`config.mk`:
```
export PLATFORM = sky130hd
export DESIGN_NAME = uctl_mem_arb_flat
export DESIGN_NICKNAME = d
export VERILOG_FILES = /design/src/rtl/uctl_mem_arb_if.sv /design/src/rtl/uctl_mem_arb.sv /design/src/flat_wrapper.sv
export SDC_FILE = /design/constraint.sdc
export NUM_CORES = 1
export LEC_CHECK = 0
export BUFFER_PORTS_ARGS = -buffer_cell sky130_fd_sc_hd__buf_2
export CAP_MARGIN = 10
export CORE_AREA = 2 2 118 120
export CTS_CLUSTER_DIAMETER = 30
export DETAILED_ROUTE_END_ITERATION = 12
export DIE_AREA = 0 0 120 122
export PLACE_DENSITY = 0.66
export SYNTH_ARGS = -nofsm -noshare
export SYNTH_HDL_FRONTEND = slang
export SYNTH_SLANG_ARGS = --single-unit
```
`constraint.sdc`:
```
create_clock -name sys_clk -period 2.1 [get_ports sys_clk]
set_input_delay 0.105 -clock sys_clk [delete_from_list [all_inputs] [get_ports sys_clk]]
set_output_delay 0.105 -clock sys_clk [all_outputs]
set_load 0.05 [all_outputs]
```
`src/rtl/uctl_mem_arb_if.sv`:
```
// Bus bundle for the two-requester memory arbiter: cmd port, pe port and local-memory port.
// slave is the arbiter's view; master is the surrounding environment (requesters plus memory).
interface uctl_mem_arb_if;
    logic        cmd_req;
    logic        cmd_wrRd;
    logic [31:0] cmd_addr;
    logic [31:0] cmd_wrData;
    logic        cmd_ack;
    logic        cmd_rdVal;
    logic [31:0] cmd_rdData;

    logic        pe_req;
    logic        pe_wrRd;
    logic [31:0] pe_addr;
    logic [31:0] pe_wrData;
    logic        pe_ack;
    logic        pe_rdVal;
    logic [31:0] pe_rdData;

    logic        mem_req;
    logic        mem_wrRd;
    logic [31:0] mem_addr;
    logic [31:0] mem_wrData;
    logic        mem_ack;
    logic        mem_rdVal;
    logic [31:0] mem_rdData;

    logic        rd_err;

    modport slave (
        input  cmd_req, cmd_wrRd, cmd_addr, cmd_wrData,
        output cmd_ack, cmd_rdVal, cmd_rdData,
        input  pe_req, pe_wrRd, pe_addr, pe_wrData,
        output pe_ack, pe_rdVal, pe_rdData,
        output mem_req, mem_wrRd, mem_addr, mem_wrData,
        input  mem_ack, mem_rdVal, mem_rdData,
        output rd_err
    );

    modport master (
        output cmd_req, cmd_wrRd, cmd_addr, cmd_wrData,
        input  cmd_ack, cmd_rdVal, cmd_rdData,
        output pe_req, pe_wrRd, pe_addr, pe_wrData,
        input  pe_ack, pe_rdVal, pe_rdData,
        input  mem_req, mem_wrRd, mem_addr, mem_wrData,
        output mem_ack, mem_rdVal, mem_rdData,
        input  rd_err
    );
endinterface

```
`src/rtl/uctl_mem_arb.sv`:
```
// Round-robin arbiter merging cmd and pe ports onto one memory port; one request in flight,
// in-order read returns routed back to the issuer through a small ID FIFO.
module uctl_mem_arb #(
    parameter int RD_OUTSTD = 4
) (
    input  logic           sys_clk,
    input  logic           sysRst_n,
    input  logic           sw_rst,
    uctl_mem_arb_if.slave  bus
);
    localparam int PW = $clog2(RD_OUTSTD);
    localparam int CW = PW + 1;

    typedef enum logic {IDLE, BUSY} state_t;

    state_t          state_q, state_d;
    logic            gnt_q, gnt_d;        // 0 = cmd, 1 = pe
    logic            last_q;
    logic            load;
    logic            wr_q;
    logic [31:0]     addr_q, data_q;

    logic [RD_OUTSTD-1:0] id_mem;
    logic [PW-1:0]   wptr, rptr;
    logic [CW-1:0]   cnt;

    logic rd_ok, cmd_elig, pe_elig, busy, mem_done, push, pop, head, err_q;

    assign rd_ok    = cnt < CW'(RD_OUTSTD);
    assign cmd_elig = bus.cmd_req & (bus.cmd_wrRd | rd_ok);
    assign pe_elig  = bus.pe_req  & (bus.pe_wrRd  | rd_ok);
    assign busy     = (state_q == BUSY);
    assign mem_done = busy & bus.mem_ack;

    always_comb begin
        state_d = state_q;
        gnt_d   = gnt_q;
        load    = 1'b0;
        case (state_q)
            IDLE: if (cmd_elig | pe_elig) begin
                state_d = BUSY;
                load    = 1'b1;
                // on a tie the requester not granted last wins
                gnt_d   = (cmd_elig & pe_elig) ? ~last_q : pe_elig;
            end
            BUSY: if (bus.mem_ack) state_d = IDLE;
            default: state_d = IDLE;
        endcase
        if (sw_rst) begin
            state_d = IDLE;
            load    = 1'b0;
        end
    end

    always_ff @(posedge sys_clk or negedge sysRst_n) begin
        if (!sysRst_n) begin
            state_q <= IDLE;
            gnt_q   <= 1'b0;
            last_q  <= 1'b1;
        end else begin
            state_q <= state_d;
            if (sw_rst) begin
                last_q <= 1'b1;
            end else if (load) begin
                gnt_q  <= gnt_d;
                last_q <= gnt_d;
            end
        end
    end

    always_ff @(posedge sys_clk or negedge sysRst_n) begin
        if (!sysRst_n) begin
            wr_q   <= 1'b0;
            addr_q <= '0;
            data_q <= '0;
        end else if (load) begin
            wr_q   <= gnt_d ? bus.pe_wrRd   : bus.cmd_wrRd;
            addr_q <= gnt_d ? bus.pe_addr   : bus.cmd_addr;
            data_q <= gnt_d ? bus.pe_wrData : bus.cmd_wrData;
        end
    end

    assign push = mem_done & ~wr_q;
    assign pop  = bus.mem_rdVal & (cnt != '0);
    assign head = id_mem[rptr];

    always_ff @(posedge sys_clk or negedge sysRst_n) begin
        if (!sysRst_n) begin
            id_mem <= '0;
            wptr   <= '0;
            rptr   <= '0;
            cnt    <= '0;
        end else if (sw_rst) begin
            wptr <= '0;
            rptr <= '0;
            cnt  <= '0;
        end else begin
            if (push) begin
                id_mem[wptr] <= gnt_q;
                wptr         <= wptr + PW'(1);
            end
            if (pop) rptr <= rptr + PW'(1);
            if (push && !pop)      cnt <= cnt + CW'(1);
            else if (pop && !push) cnt <= cnt - CW'(1);
        end
    end

    always_ff @(posedge sys_clk or negedge sysRst_n) begin
        if (!sysRst_n)                       err_q <= 1'b0;
        else if (sw_rst)                     err_q <= 1'b0;
        else if (bus.mem_rdVal && cnt == '0) err_q <= 1'b1;
    end

    assign bus.mem_req    = busy;
    assign bus.mem_wrRd   = wr_q;
    assign bus.mem_addr   = addr_q;
    assign bus.mem_wrData = data_q;
    assign bus.cmd_ack    = mem_done & ~gnt_q;
    assign bus.pe_ack     = mem_done &  gnt_q;
    assign bus.cmd_rdVal  = pop & ~head;
    assign bus.pe_rdVal   = pop &  head;
    assign bus.cmd_rdData = bus.mem_rdData;
    assign bus.pe_rdData  = bus.mem_rdData;
    assign bus.rd_err     = err_q;
endmodule
```
`src/flat_wrapper.sv`:
```
// flat-port wrapper written by rule: the top's interface ports become plain ports
module uctl_mem_arb_flat 
#(
    parameter int RD_OUTSTD = 4
)
  (sys_clk, sysRst_n, sw_rst, bus_cmd_req, bus_cmd_wrRd, bus_cmd_addr, bus_cmd_wrData, bus_cmd_ack, bus_cmd_rdVal, bus_cmd_rdData, bus_pe_req, bus_pe_wrRd, bus_pe_addr, bus_pe_wrData, bus_pe_ack, bus_pe_rdVal, bus_pe_rdData, bus_mem_req, bus_mem_wrRd, bus_mem_addr, bus_mem_wrData, bus_mem_ack, bus_mem_rdVal, bus_mem_rdData, bus_rd_err);
  uctl_mem_arb_if bus_i ();
  input  logic sys_clk;
  input  logic sysRst_n;
  input  logic sw_rst;
  input wire logic [$bits(bus_i.cmd_req)-1:0] bus_cmd_req;
  input wire logic [$bits(bus_i.cmd_wrRd)-1:0] bus_cmd_wrRd;
  input wire logic [$bits(bus_i.cmd_addr)-1:0] bus_cmd_addr;
  input wire logic [$bits(bus_i.cmd_wrData)-1:0] bus_cmd_wrData;
  output wire logic [$bits(bus_i.cmd_ack)-1:0] bus_cmd_ack;
  output wire logic [$bits(bus_i.cmd_rdVal)-1:0] bus_cmd_rdVal;
  output wire logic [$bits(bus_i.cmd_rdData)-1:0] bus_cmd_rdData;
  input wire logic [$bits(bus_i.pe_req)-1:0] bus_pe_req;
  input wire logic [$bits(bus_i.pe_wrRd)-1:0] bus_pe_wrRd;
  input wire logic [$bits(bus_i.pe_addr)-1:0] bus_pe_addr;
  input wire logic [$bits(bus_i.pe_wrData)-1:0] bus_pe_wrData;
  output wire logic [$bits(bus_i.pe_ack)-1:0] bus_pe_ack;
  output wire logic [$bits(bus_i.pe_rdVal)-1:0] bus_pe_rdVal;
  output wire logic [$bits(bus_i.pe_rdData)-1:0] bus_pe_rdData;
  output wire logic [$bits(bus_i.mem_req)-1:0] bus_mem_req;
  output wire logic [$bits(bus_i.mem_wrRd)-1:0] bus_mem_wrRd;
  output wire logic [$bits(bus_i.mem_addr)-1:0] bus_mem_addr;
  output wire logic [$bits(bus_i.mem_wrData)-1:0] bus_mem_wrData;
  input wire logic [$bits(bus_i.mem_ack)-1:0] bus_mem_ack;
  input wire logic [$bits(bus_i.mem_rdVal)-1:0] bus_mem_rdVal;
  input wire logic [$bits(bus_i.mem_rdData)-1:0] bus_mem_rdData;
  output wire logic [$bits(bus_i.rd_err)-1:0] bus_rd_err;
  assign bus_i.cmd_req = bus_cmd_req;
  assign bus_i.cmd_wrRd = bus_cmd_wrRd;
  assign bus_i.cmd_addr = bus_cmd_addr;
  assign bus_i.cmd_wrData = bus_cmd_wrData;
  assign bus_cmd_ack = bus_i.cmd_ack;
  assign bus_cmd_rdVal = bus_i.cmd_rdVal;
  assign bus_cmd_rdData = bus_i.cmd_rdData;
  assign bus_i.pe_req = bus_pe_req;
  assign bus_i.pe_wrRd = bus_pe_wrRd;
  assign bus_i.pe_addr = bus_pe_addr;
  assign bus_i.pe_wrData = bus_pe_wrData;
  assign bus_pe_ack = bus_i.pe_ack;
  assign bus_pe_rdVal = bus_i.pe_rdVal;
  assign bus_pe_rdData = bus_i.pe_rdData;
  assign bus_mem_req = bus_i.mem_req;
  assign bus_mem_wrRd = bus_i.mem_wrRd;
  assign bus_mem_addr = bus_i.mem_addr;
  assign bus_mem_wrData = bus_i.mem_wrData;
  assign bus_i.mem_ack = bus_mem_ack;
  assign bus_i.mem_rdVal = bus_mem_rdVal;
  assign bus_i.mem_rdData = bus_mem_rdData;
  assign bus_rd_err = bus_i.rd_err;
  uctl_mem_arb #(.RD_OUTSTD(RD_OUTSTD)) u_core (.sys_clk(sys_clk), .sysRst_n(sysRst_n), .sw_rst(sw_rst), .bus(bus_i));
endmodule
```
* Yosys cells after proc, flatten, opt, wreduce, memory -nomap -nowiden
Index checks and enable logic that the tools add are counted.
** Storage, ports and cells
- Logic and storage cells :: 81
- Bits in registers :: 80
- Input bits :: 169
** Operators by class
- Bitwise operators :: 19
- Multiplexer cells :: 28
- Order comparisons :: 4
- Add/subtract/negate cells :: 4
- Reductions and logical operators :: 15
** Operators with widths (number)
- 2-to-1 mux 32 bit :: 2
- 2-to-1 mux 1 bit :: 15
- bitwise AND 1 bit :: 10
- 2-to-1 mux 3 bit :: 3
- 2-to-1 mux 2 bit :: 4
- nonzero test 2 bit :: 4
- less-than comparator 2 x 3 -> 1 bit (second input constant) :: 2
- NOT 1 bit :: 6
- nonzero test 3 bit :: 2
- adder 2 x 1 -> 2 bit (second input constant) :: 2
- bitwise mux 4 bit :: 1
- logical AND 1 bit :: 4
- AND reduction 2 bit :: 2
- adder 3 x 1 -> 3 bit (second input constant) :: 1
- logical NOT 3 bit :: 1
- less-than comparator 3 bit (second input constant) :: 1
- OR 1 bit :: 3
- subtractor 3 x 1 -> 3 bit (second input constant) :: 1
- binary-select mux 1 bit (select 2 bit) :: 1
- demux 1 bit (select 2 bit) :: 1
- >= comparator 2 x 1 -> 1 bit (second input constant) :: 1
- logical NOT 1 bit :: 2
- case mux 1 bit (2 select lines) :: 1

* Logic depth before layout (Yosys ltp)
Gate-level depths: netlist of the first run.
- Depth in word-level cells :: 9
- Mapped depth :: 8

* Worst setup path before layout of the first run
No wires, ideal clock.
- Path kind :: reg2reg
- Start point :: reg u_core.state_q (netlist: u_core.bus.mem_req)
- End point :: reg u_core.cnt[2]
- Period minus slack after synthesis :: 2196 ps
- Buffers on the path :: 1
- Data required time :: 1969 ps
- Library setup time :: 131 ps
- Cell stages (with the launch flop) :: 9
- Arrival :: 2065 ps
- Path slack :: -96 ps
- Cells stage by stage :: dfrtp_1 buf_2 nand3b_1 nor2_1 fa_1 or3_1 nand2_1 xnor2_1 nor2_1
** On the way
- Word-level cells in the longest chain between the ends :: 5
- Elaborated cells between the ends (all ways) :: 8
- Those cells by class :: 2 x mux; 2 x bitwise; 4 x reduce/logical
** RTL lines
- start: declaration :: line uctl_mem_arb.sv:16 : state_t state_q, state_d;
- start signal: assignment :: line uctl_mem_arb.sv:61 : state_q <= state_d;
- bitwise AND 1 bit * :: line uctl_mem_arb.sv:33 : assign mem_done = busy & bus.mem_ack;
- bitwise AND 1 bit * :: line uctl_mem_arb.sv:83 : assign push = mem_done & ~wr_q;
- logical AND 1 bit or logical NOT 1 bit (tied branches) :: line uctl_mem_arb.sv:103, uctl_mem_arb.sv:104
- 2-to-1 mux 3 bit or logical AND 1 bit (tied branches) :: line uctl_mem_arb.sv:103, uctl_mem_arb.sv:104
- 2-to-1 mux 3 bit or nonzero test 3 bit (tied branches)
- end signal: assignment :: line uctl_mem_arb.sv:103 : if (push && !pop) cnt <= cnt + CW'(1);
- end signal: assignment :: line uctl_mem_arb.sv:104 : else if (pop && !push) cnt <= cnt - CW'(1);
- end: declaration :: line uctl_mem_arb.sv:25 : logic [CW-1:0] cnt;
Mark *: on every way between the ends. The rest lies on a longest branch, timed or not.
A chain may end at the register's enable or synchronous reset.

* Final worst setup path of the first run
- Start point :: reg u_core.rptr[0]
- End point :: out bus_cmd_rdVal
** On the way
- Word-level cells in the longest chain between the ends :: 4
** RTL lines
- start: declaration :: line uctl_mem_arb.sv:24 : logic [PW-1:0] wptr, rptr;
- start signal: assignment :: line uctl_mem_arb.sv:102 : if (pop) rptr <= rptr + PW'(1);
- binary-select mux 1 bit (select 2 bit) :: line uctl_mem_arb.sv:85 : assign head = id_mem[rptr];
- 2-to-1 mux 1 bit (implied by the code) :: line uctl_mem_arb.sv:85
- NOT 1 bit :: line uctl_mem_arb.sv:120 : assign bus.cmd_rdVal = pop & ~head;
- bitwise AND 1 bit :: line uctl_mem_arb.sv:120
- end: declaration :: line flat_wrapper.sv:16 : output wire logic [$bits(bus_i.cmd_rdVal)-1:0] bus_cmd_rdVal;
Every way passes these cells. The select of a mux whose other input is x is not followed.

==> results.cfg, run 1 <==
[status]
outcome = complete, no violations

[critical_path]
critPathKind = flop to output port
worst_ep_required_time_ns = 2.00
crit_fanout = 3
cp-end-kind = output port
worstPathArrival_ns = 1.73
critPathLaunchType = flop

[power]
leakage_nw = 2.67
clockPowerShare_pct = 16.8
swShare_pct = 50.1
seq_power_share_pct = 29.8
combPwrFrac_pct = 53.3
peakVddDrop_v = 0.000787
powerDensity_nw_per_um2 = 1610
power.switching_mw = 4.32
p_int_mw = 4.31

[floorplanning]
ios = 304
core_area_um2 = 13500
start_util_pct = 32.3
die_h_um = 122
rows = 43
die_width_um = 120
die_area_um2 = 14600

[clock_tree]
clock_sinks = 80
path_clk_slew_ns = 0.06
cts_made_buffers = 9
post_cts_buffers = 0
clockBufferDepth = 2
cts_max_level = 3
clock_latency_ns = 0.34
cts_root_buffer = clkbuf_16
cts_tree = yes

[global_route]
grt_max_degree = 60
grt-ovfl-total = 0
antenna_found_initial = 0
grt_pass1_wl_mm = 16.4
grt_usage_pct = 14.4
grt_pass1_vias = 3394

[synth]
ys_async_sr_fraction_pct = 100
synth-compound-area-share_pct = 9.17
synth_top_family_by_area = multiplexers
syn-instance-count = 428
synth_ff_type = dfrtp_1
muxShareOfSynthArea_pct = 16.9
synth_edf_count = 0
avgSynthCellArea_um2 = 10.2
synth_xor_area_share_pct = 1.20
synthAdderAreaFrac_pct = 1.60
ys_seq_elements = 80
yosysWarnings = 0
ys_seq_area_share_pct = 45.9
synth.distinct_cells = 36
netlist_area_um2 = 4370
synthSimpleGateAreaFrac_pct = 9.34
synth_nets = 602

[finish]
area_delta_synth_final_pct = 23.2
final_cell_mix = buf_2 (206), nor2_1 (78), dfrtp_1 (77)
nets = 742
final_common_cell = buf_2
drive_gt1_share_pct = 42.2
fin_cells = 753
diodes = 0

[timing]
fin_worst_skew_ns = 0.00620
setup_slack_ns = 0.263
worst_pin_slew_ns = 0.526
setup_viol = 0
layout_worst_path_cycle_share_pct = 87.5
final_max_slew_viol_count = 0
hold_viol = 0
max_freq_ghz = 0.544
rsz0062_at_grt = false
min_period_ns = 1.84
tns_ns = 0
slew_headroom_pct = 64.9

[routing]
dr_total_vias = 3449
wl_mm = 10.7
detail_route.first_pass.iterations = 5
drc_errors = 0
via_per_inst = 4.58
ant_nets = 0
drtIter0Drc = 86
wl_per_cell_um = 14.2

[worst_hold_path]
min_path_type = input pin to flop

[placed_design]
dp_hpwl_mm = 8.33
place.gp.congestion = 0.769
dp.cells = 735
io_buffers = 207
place_ws_ns = 0.288

[flow_run]
cap_viol_max_count = 0
==> layout make-up <==
class                      count  area [um^2]
clock inverter                 5         32.5
clock buffer                  11          243
tap                          180          225
fill                        1334         8130
multi-input combinational    255         1680
inverter                       5         18.8
sequential                    80         2010
timing repair buffer         217         1170
==> repair_timing <==
| item | 4_1_cts | 5_1_grt |
|---|---|---|
| hold buffers | 2 | 0 |
| setup endpoints to repair | 0 | 0 |
| resized for setup | 0 | 0 |
| hold endpoints to repair | 36 | 0 |
==> state kept, by name (all words and copies together), names as in the netlist <==
name / flops
u_core.bus.rd_err: 1
u_core.bus.mem_req: 1
u_core.rptr: 2
u_core.gnt_q: 1
u_core.last_q: 1
u_core.cnt: 3
u_core.bus.mem_wrRd: 1
u_core.wptr: 2
u_core.bus.mem_wrData: 32
u_core.id_mem: 4
u_core.bus.mem_addr: 32
==> synthesized netlist by cell type, drive strengths merged (2+ instances only) <==
master | number | area share [%]
nand2b | 2 | 0.29
buf | 78 | 15
ha | 4 | 1.1
mux2i | 66 | 15
o21ai | 2 | 0.23
clkbuf | 10 | 0.86
inv | 5 | 0.43
xnor2 | 5 | 1.0
a211oi | 2 | 0.34
nor2 | 78 | 6.7
dfrtp | 79 | 45
mux2 | 5 | 1.3
a21oi | 66 | 7.6
nand2 | 7 | 0.60
nor3 | 2 | 0.23
==> through the flow <==
step	hold slack [ns]	area [um^2]	total power, mW	util (%)
4_1_cts	0.0216	5380	8.76	39.8
3_3_place_gp	0.112	5080	7.17	37.6
3_5_place_dp	0.117	5080	7.25	37.6
6_report	0.0433	5380	8.64	39.8
5_1_grt	0.0289	5380	9.15	39.8
2_1_floorplan	-0.191	4380	6.54	-
==> final timing paths <==
| kind | from | to | slack [ns] | depth (start not counted) |
|---|---|---|---|---|
| max | u_core.rptr[0] | bus_cmd_rdVal | 0.26 | 3 |
| min | bus_mem_rdVal | u_core.bus.rd_err | 0.04 | 3 |
| max reg2reg | u_core.bus.mem_req | u_core.cnt[2] | 0.29 | 7 |
| min reg2reg | u_core.bus.rd_err | u_core.bus.rd_err | 0.49 | 2 |
| max in group asynchronous | sysRst_n | u_core.bus.mem_addr[30] | 1.18 | 3 |
| min in group asynchronous | sysRst_n | u_core.bus.mem_wrData[30] | 0.29 | 2 |
==> per-layer routing <==
layer  up-vias  GRT usage, %  part of all wire, %
met1      1588          16.2                   39
li1       1661             -                    -
met3        25          4.49                  8.3
met5         -             0                    0
met2       175          24.2                   49
met4         0          8.16                  3.1
==> power groups by stage <==
| stage | Combinational (mW) | Clock [mW] | Sequential, mW |
|---|---|---|---|
| floorplan | 1.95 | 0 | 4.59 |
| global placement | 4.60 | 0 | 2.58 |
| detailed placement | 4.66 | 0 | 2.59 |
| CTS | 4.65 | 1.53 | 2.59 |
| global route | 4.90 | 1.59 | 2.66 |
| finish | 4.61 | 1.45 | 2.58 |
==> cells by family after synthesis <==
group                    after synthesis
AO/OA/AOI/OAI                         74
XOR/XNOR                               6
adder cells (fa/ha/maj)                5
buffers and inverters                 93
flip-flops                            80
multiplexers                          72
AND/OR/NAND/NOR                       98
==> critical path, stage by stage (launching register included) <==
cell and delay [ns]:
dfrtp_1 0.41, mux4_2 0.54, nor2b_1 0.16, buf_2 0.28
Power figures use the tool's default switching activity.
==> run 2: changes to the inputs <==
- CELL_PAD_IN_SITES_DETAIL_PLACEMENT: not set -> 1
- CELL_PAD_IN_SITES_GLOBAL_PLACEMENT: not set -> 1
- CORE_AREA: 2 2 118 120 -> not set
- CORE_MARGIN: not set -> 2
- CORE_UTILIZATION: not set -> 29
- DIE_AREA: 0 0 120 122 -> not set
- PLACE_DENSITY: 0.66 -> not set
- PLACE_DENSITY_LB_ADDON: not set -> 0.1
==> run 2 against run 1 <==
  * Flip-flop and latch count unchanged
  * Largest cell class unchanged
  * Via count rose by 0.43%
  * Worst hold slack improved by 0.00098 ns
  * Cell area rose by 0.16%
  * Sequential share of layout area is 0.061 points lower
  * Total power up 0.43%
  * Final cell count is 0.40% higher
  * Clock power about the same
  * First-iteration DRC count shrank 30%
  * Combinational power is 0.9% higher
  * Sequential power about the same
==> results.cfg, run 2 (synthesis gave the netlist of run 1 again) <==
[finish]
diodes = 0
ff_latch_area_um2 = 2010
drive_gt1_share_pct = 42.3
final_cell_mix = buf_2 (206), nor2_1 (78), dfrtp_1 (77)
area_delta_synth_final_pct = 23.4
multi_input_area_um2 = 1680
nets = 741
final_common_cell = buf_2
fillers = 1731

[clock_tree]
cts_max_level = 3
cts_tree = yes
cts_made_buffers = 9
post_cts_buffers = 0
clock_sinks = 80
path_clk_slew_ns = 0.06
cts_root_buffer = clkbuf_16
clockBufferDepth = 2
clock_latency_ns = 0.33

[critical_path]
r2r_start = u_core.bus.mem_req
critPathBufInv = 0
worstPathArrival_ns = 2.06
critPathLaunchType = flop
reg2reg_to = u_core.cnt[2]
cp-startpoint = u_core.bus.mem_req
worst_ep_required_time_ns = 2.32
cp-endpoint = u_core.cnt[2]
crit_fanout = 10
cp-end-kind = flop
crit_top_cell = nor2_1
critPathKind = flop to flop
crit_chain = nand3b_1 > nor2_1 > fa_1 > or3_1 > nand2_1 > xnor2_1 > nor2_1
cp_slowest_cell = dfrtp_2
r2r_setup_slack_ns = 0.26
critPathTopFamily = simple AND/OR/NAND/NOR gates
cp.depth = 7
critical_path.max_stage_delay_ns = 0.49
r2r_cells = 7

[placed_design]
place.gp.congestion = 0.704
dp_hpwl_mm = 8.73
io_buffers = 207

[global_route]
grt_max_degree = 91
grt_usage_pct = 14.4
grt_pass1_vias = 3725
grt_pass1_wl_mm = 18.4
antenna_found_initial = 1
grt-ovfl-total = 0

[flow_run]
cap_viol_max_count = 0

[floorplanning]
core_area_um2 = 14600
die_width_um = 127
die_h_um = 127
start_util_pct = 29.8
die_area_um2 = 16100
ios = 304
rows = 44

[worst_hold_path]
min_path_type = input pin to flop

[routing]
drtIter0Drc = 60
via_per_inst = 4.58
wl_per_cell_um = 15.5
wl_mm = 11.7
drc_errors = 0
dr_total_vias = 3464
detail_route.first_pass.iterations = 4
ant_nets = 0

[power]
leakage_nw = 2.67
peakVddDrop_v = 0.000596
powerDensity_nw_per_um2 = 1610
p_total_mw = 8.68

[timing]
min_period_ns = 1.84
worst_pin_slew_ns = 0.505
rsz0062_at_grt = false
tns_ns = 0
max_freq_ghz = 0.542
fin_worst_skew_ns = 0.00692
setup_viol = 0
slew_headroom_pct = 66.4
hold_viol = 0
layout_worst_path_cycle_share_pct = 87.8
final_max_slew_viol_count = 0

[status]
outcome = complete, no violations
-- run 2: how the worst min path moves through the flow --
stage,from,endpoint,depth (start not counted)
after floorplan,sysRst_n,u_core.bus.mem_addr[0],0
after global placement,sysRst_n,u_core.bus.mem_wrData[9],1
after detailed placement,sysRst_n,u_core.bus.mem_wrData[9],1
after CTS,bus_mem_rdVal,u_core.bus.rd_err,3
after global routing,bus_pe_addr[6],u_core.bus.mem_addr[6],3
final,bus_mem_rdVal,u_core.bus.rd_err,3
-- run 2: timing repair --
| action | 4_1_cts | 5_1_grt |
|---|---|---|
| resized for setup | 0 | 0 |
| hold buffers | 2 | 0 |
| hold endpoints to repair | 34 | 0 |
-- run 2: routing by layer --
layer	GRT usage [%]	vias up	routed length, um
li1	-	1655	-
met1	15.8	1632	4470
met2	25.1	151	5740
met3	5.78	24	1260
met4	5.75	2	199
met5	0	-	16
-- run 2: layout make-up --
type / count / area share (%)
clock buffer: 10 / 4.44
clock inverter: 6 / 0.650
inverter: 5 / 0.348
multi-input combinational: 255 / 31.3
sequential: 80 / 37.2
tap: 184 / 4.27
timing repair buffer: 216 / 21.8
-- run 2: metrics by stage --
stage / cells / worst slack, ns / hold WS (ns) / cell area, um^2 / util (%)
after floorplan: 428 / 0.0225 / -0.191 / 4380 / -
after global placement: 738 / 0.303 / 0.112 / 5090 / 34.8
after detailed placement: 738 / 0.254 / 0.114 / 5090 / 34.8
after CTS: 756 / 0.239 / 0.0310 / 5390 / 36.8
after global routing: 756 / 0.0936 / 0.0728 / 5390 / 36.8
final: 756 / 0.256 / 0.0442 / 5390 / 36.8
-- run 2: report_power, final --
part           internal (mW)  switching (mW)  leakage, nW  total [mW]
registers               2.18           0.384        0.904        2.56
clock network          0.824           0.634        0.134        1.46
logic                   1.31            3.35         1.63        4.65
total                   4.31            4.36         2.67        8.68
-- run 2: worst min-delay path: cells and delay by family --
family	cells	cell delay [ns]
AOI/OAI and AO/OA	1	0.06
and+or+nand+nor	1	0.08
buffers and inverters	1	0.10
==> run 3: changes to the inputs <==
- CORE_MARGIN: 2 -> 4
==> run 3 against run 2 <==
  * Critical path depth down 1
  * Clock power up 14%
  * Die area up 6.4%
  * Clock skew about the same
  * Worst setup slack worse by 0.035 ns
  * Core utilization up 0.38 points
  * Largest cell class unchanged
  * Register-to-register slack worse by 0.03 ns
  * Critical path type unchanged
  * Count of clock-buffer cells in the layout up 4
  * Non-clock buffer count up 3
  * Total power up 2.5%
  * Final cell count up 0.40%
==> results.cfg, run 3 (synthesis gave the netlist of run 1 again) <==
[floorplanning]
die_width_um = 131
core_area_um2 = 14600
start_util_pct = 29.8
die_h_um = 131
ios = 304
rows = 44
die_area_um2 = 17100

[flow_run]
cap_viol_max_count = 0

[routing]
via_per_inst = 4.57
wl_per_cell_um = 16.0
drtIter0Drc = 126
detail_route.first_pass.iterations = 4
drc_errors = 0
ant_nets = 0
wl_mm = 12.1
dr_total_vias = 3470

[timing]
max_freq_ghz = 0.532
setup_viol = 0
slew_headroom_pct = 72.8
worst_pin_slew_ns = 0.405
rsz0062_at_grt = false
final_max_slew_viol_count = 0
fin_worst_skew_ns = 0.00671
min_period_ns = 1.88
layout_worst_path_cycle_share_pct = 89.5
tns_ns = 0
fin_hold_ws_ns = 0.0581
hold_viol = 0

[finish]
area_delta_synth_final_pct = 24.6
final_cell_mix = buf_2 (206), nor2_1 (78), dfrtp_1 (77)
nets = 744
final_common_cell = buf_2
drive_gt1_share_pct = 42.4
fillers = 1723
diodes = 0
fin_cells = 759

[clock_tree]
cts_resized = 0
clockBufferDepth = 2
cts_tree = yes
clock_sinks = 80
path_clk_slew_ns = 0.06
post_cts_buffers = 0
clock_latency_ns = 0.33
cts_made_buffers = 9
cts_max_level = 3
cts_root_buffer = clkbuf_16

[worst_hold_path]
min_from = bus_mem_rdVal
min_path_type = input pin to flop

[placed_design]
dp.cells = 741
io_buffers = 207
place.gp.congestion = 0.736
dp_hpwl_mm = 9.38

[power]
powerDensity_nw_per_um2 = 1630
p_total_mw = 8.90
peakVddDrop_v = 0.000602
leakage_nw = 2.71

[status]
outcome = complete, no violations

[critical_path]
critPathBufInv = 1
cp-end-kind = flop
worstPathArrival_ns = 2.09
cp-startpoint = u_core.cnt[2]
critPathKind = flop to flop
critical_path.max_stage_delay_ns = 0.45
worst_ep_required_time_ns = 2.31
critPathTopFamily = flip-flops
cp_slowest_cell = dfrtp_1
crit_chain = and2b_1 > o311ai_2 > o22ai_4 > buf_4 > mux2i_1 > a21oi_1
r2r_start = u_core.cnt[2]
crit_fanout = 24
critPathLaunchType = flop

[global_route]
grt_pass1_vias = 3587
grt_pass1_wl_mm = 18.3
grt_usage_pct = 13.8
grt_max_degree = 58
grt-ovfl-total = 0
antenna_found_initial = 1
## run 3: per-stage QoR
step                      utilization [%]  setup slack, ns  area, um^2
after floorplan                         -           0.0225        4380
after detailed placement             34.8            0.184        5100
after global routing                 37.2           0.0425        5440
after global placement               34.8            0.258        5100
after CTS                            37.2            0.183        5440
final                                37.2            0.222        5440
## run 3: path summary, 6_finish.rpt
kind	to	slack [ns]	cells after the start
setup / recovery	u_core.bus.mem_wrData[25]	0.22	6
hold / removal	u_core.bus.rd_err	0.06	3
setup reg to reg	u_core.bus.mem_wrData[25]	0.22	6
hold reg to reg	u_core.id_mem[1]	0.51	1
max in group asynchronous	u_core.bus.mem_addr[24]	1.23	3
min in group asynchronous	u_core.bus.mem_wrData[7]	0.25	2
## run 3: worst min-delay path: stages
cell     delay (ns)
buf_2          0.10
a21oi_1        0.06
nor2_1         0.08
## run 3: timing repair
action | 4_1_cts | 5_1_grt
endpoints found under the hold margin | 25 | 0
setup endpoints to repair | 0 | 0
hold buffers | 2 | 0
## run 3: area by class of cell
cell class | count | area, um^2 | share of cell area (%)
Sequential cell | 80 | 2010 | 36.9
Multi-Input combinational cell | 255 | 1680 | 30.9
Timing Repair Buffer | 219 | 1180 | 21.8
Clock buffer | 14 | 284 | 5.22
Tap cell | 184 | 230 | 4.23
Clock inverter | 2 | 35.0 | 0.644
Inverter | 5 | 18.8 | 0.345
## run 3: power by group
group | switching [mW] | internal, mW
Clock | 0.607 | 1.05
Sequential | 0.384 | 2.18
Combinational | 3.38 | 1.30
Total | 4.37 | 4.53
## run 3: per-layer routing
metal  GRT usage [%]  vias up  share of wire, %
met5               0        -              0.11
met4            6.05        2               2.6
met3            5.81       41                10
met2            23.1      149                49
met1            15.4     1613                38
li1                -     1665                 -
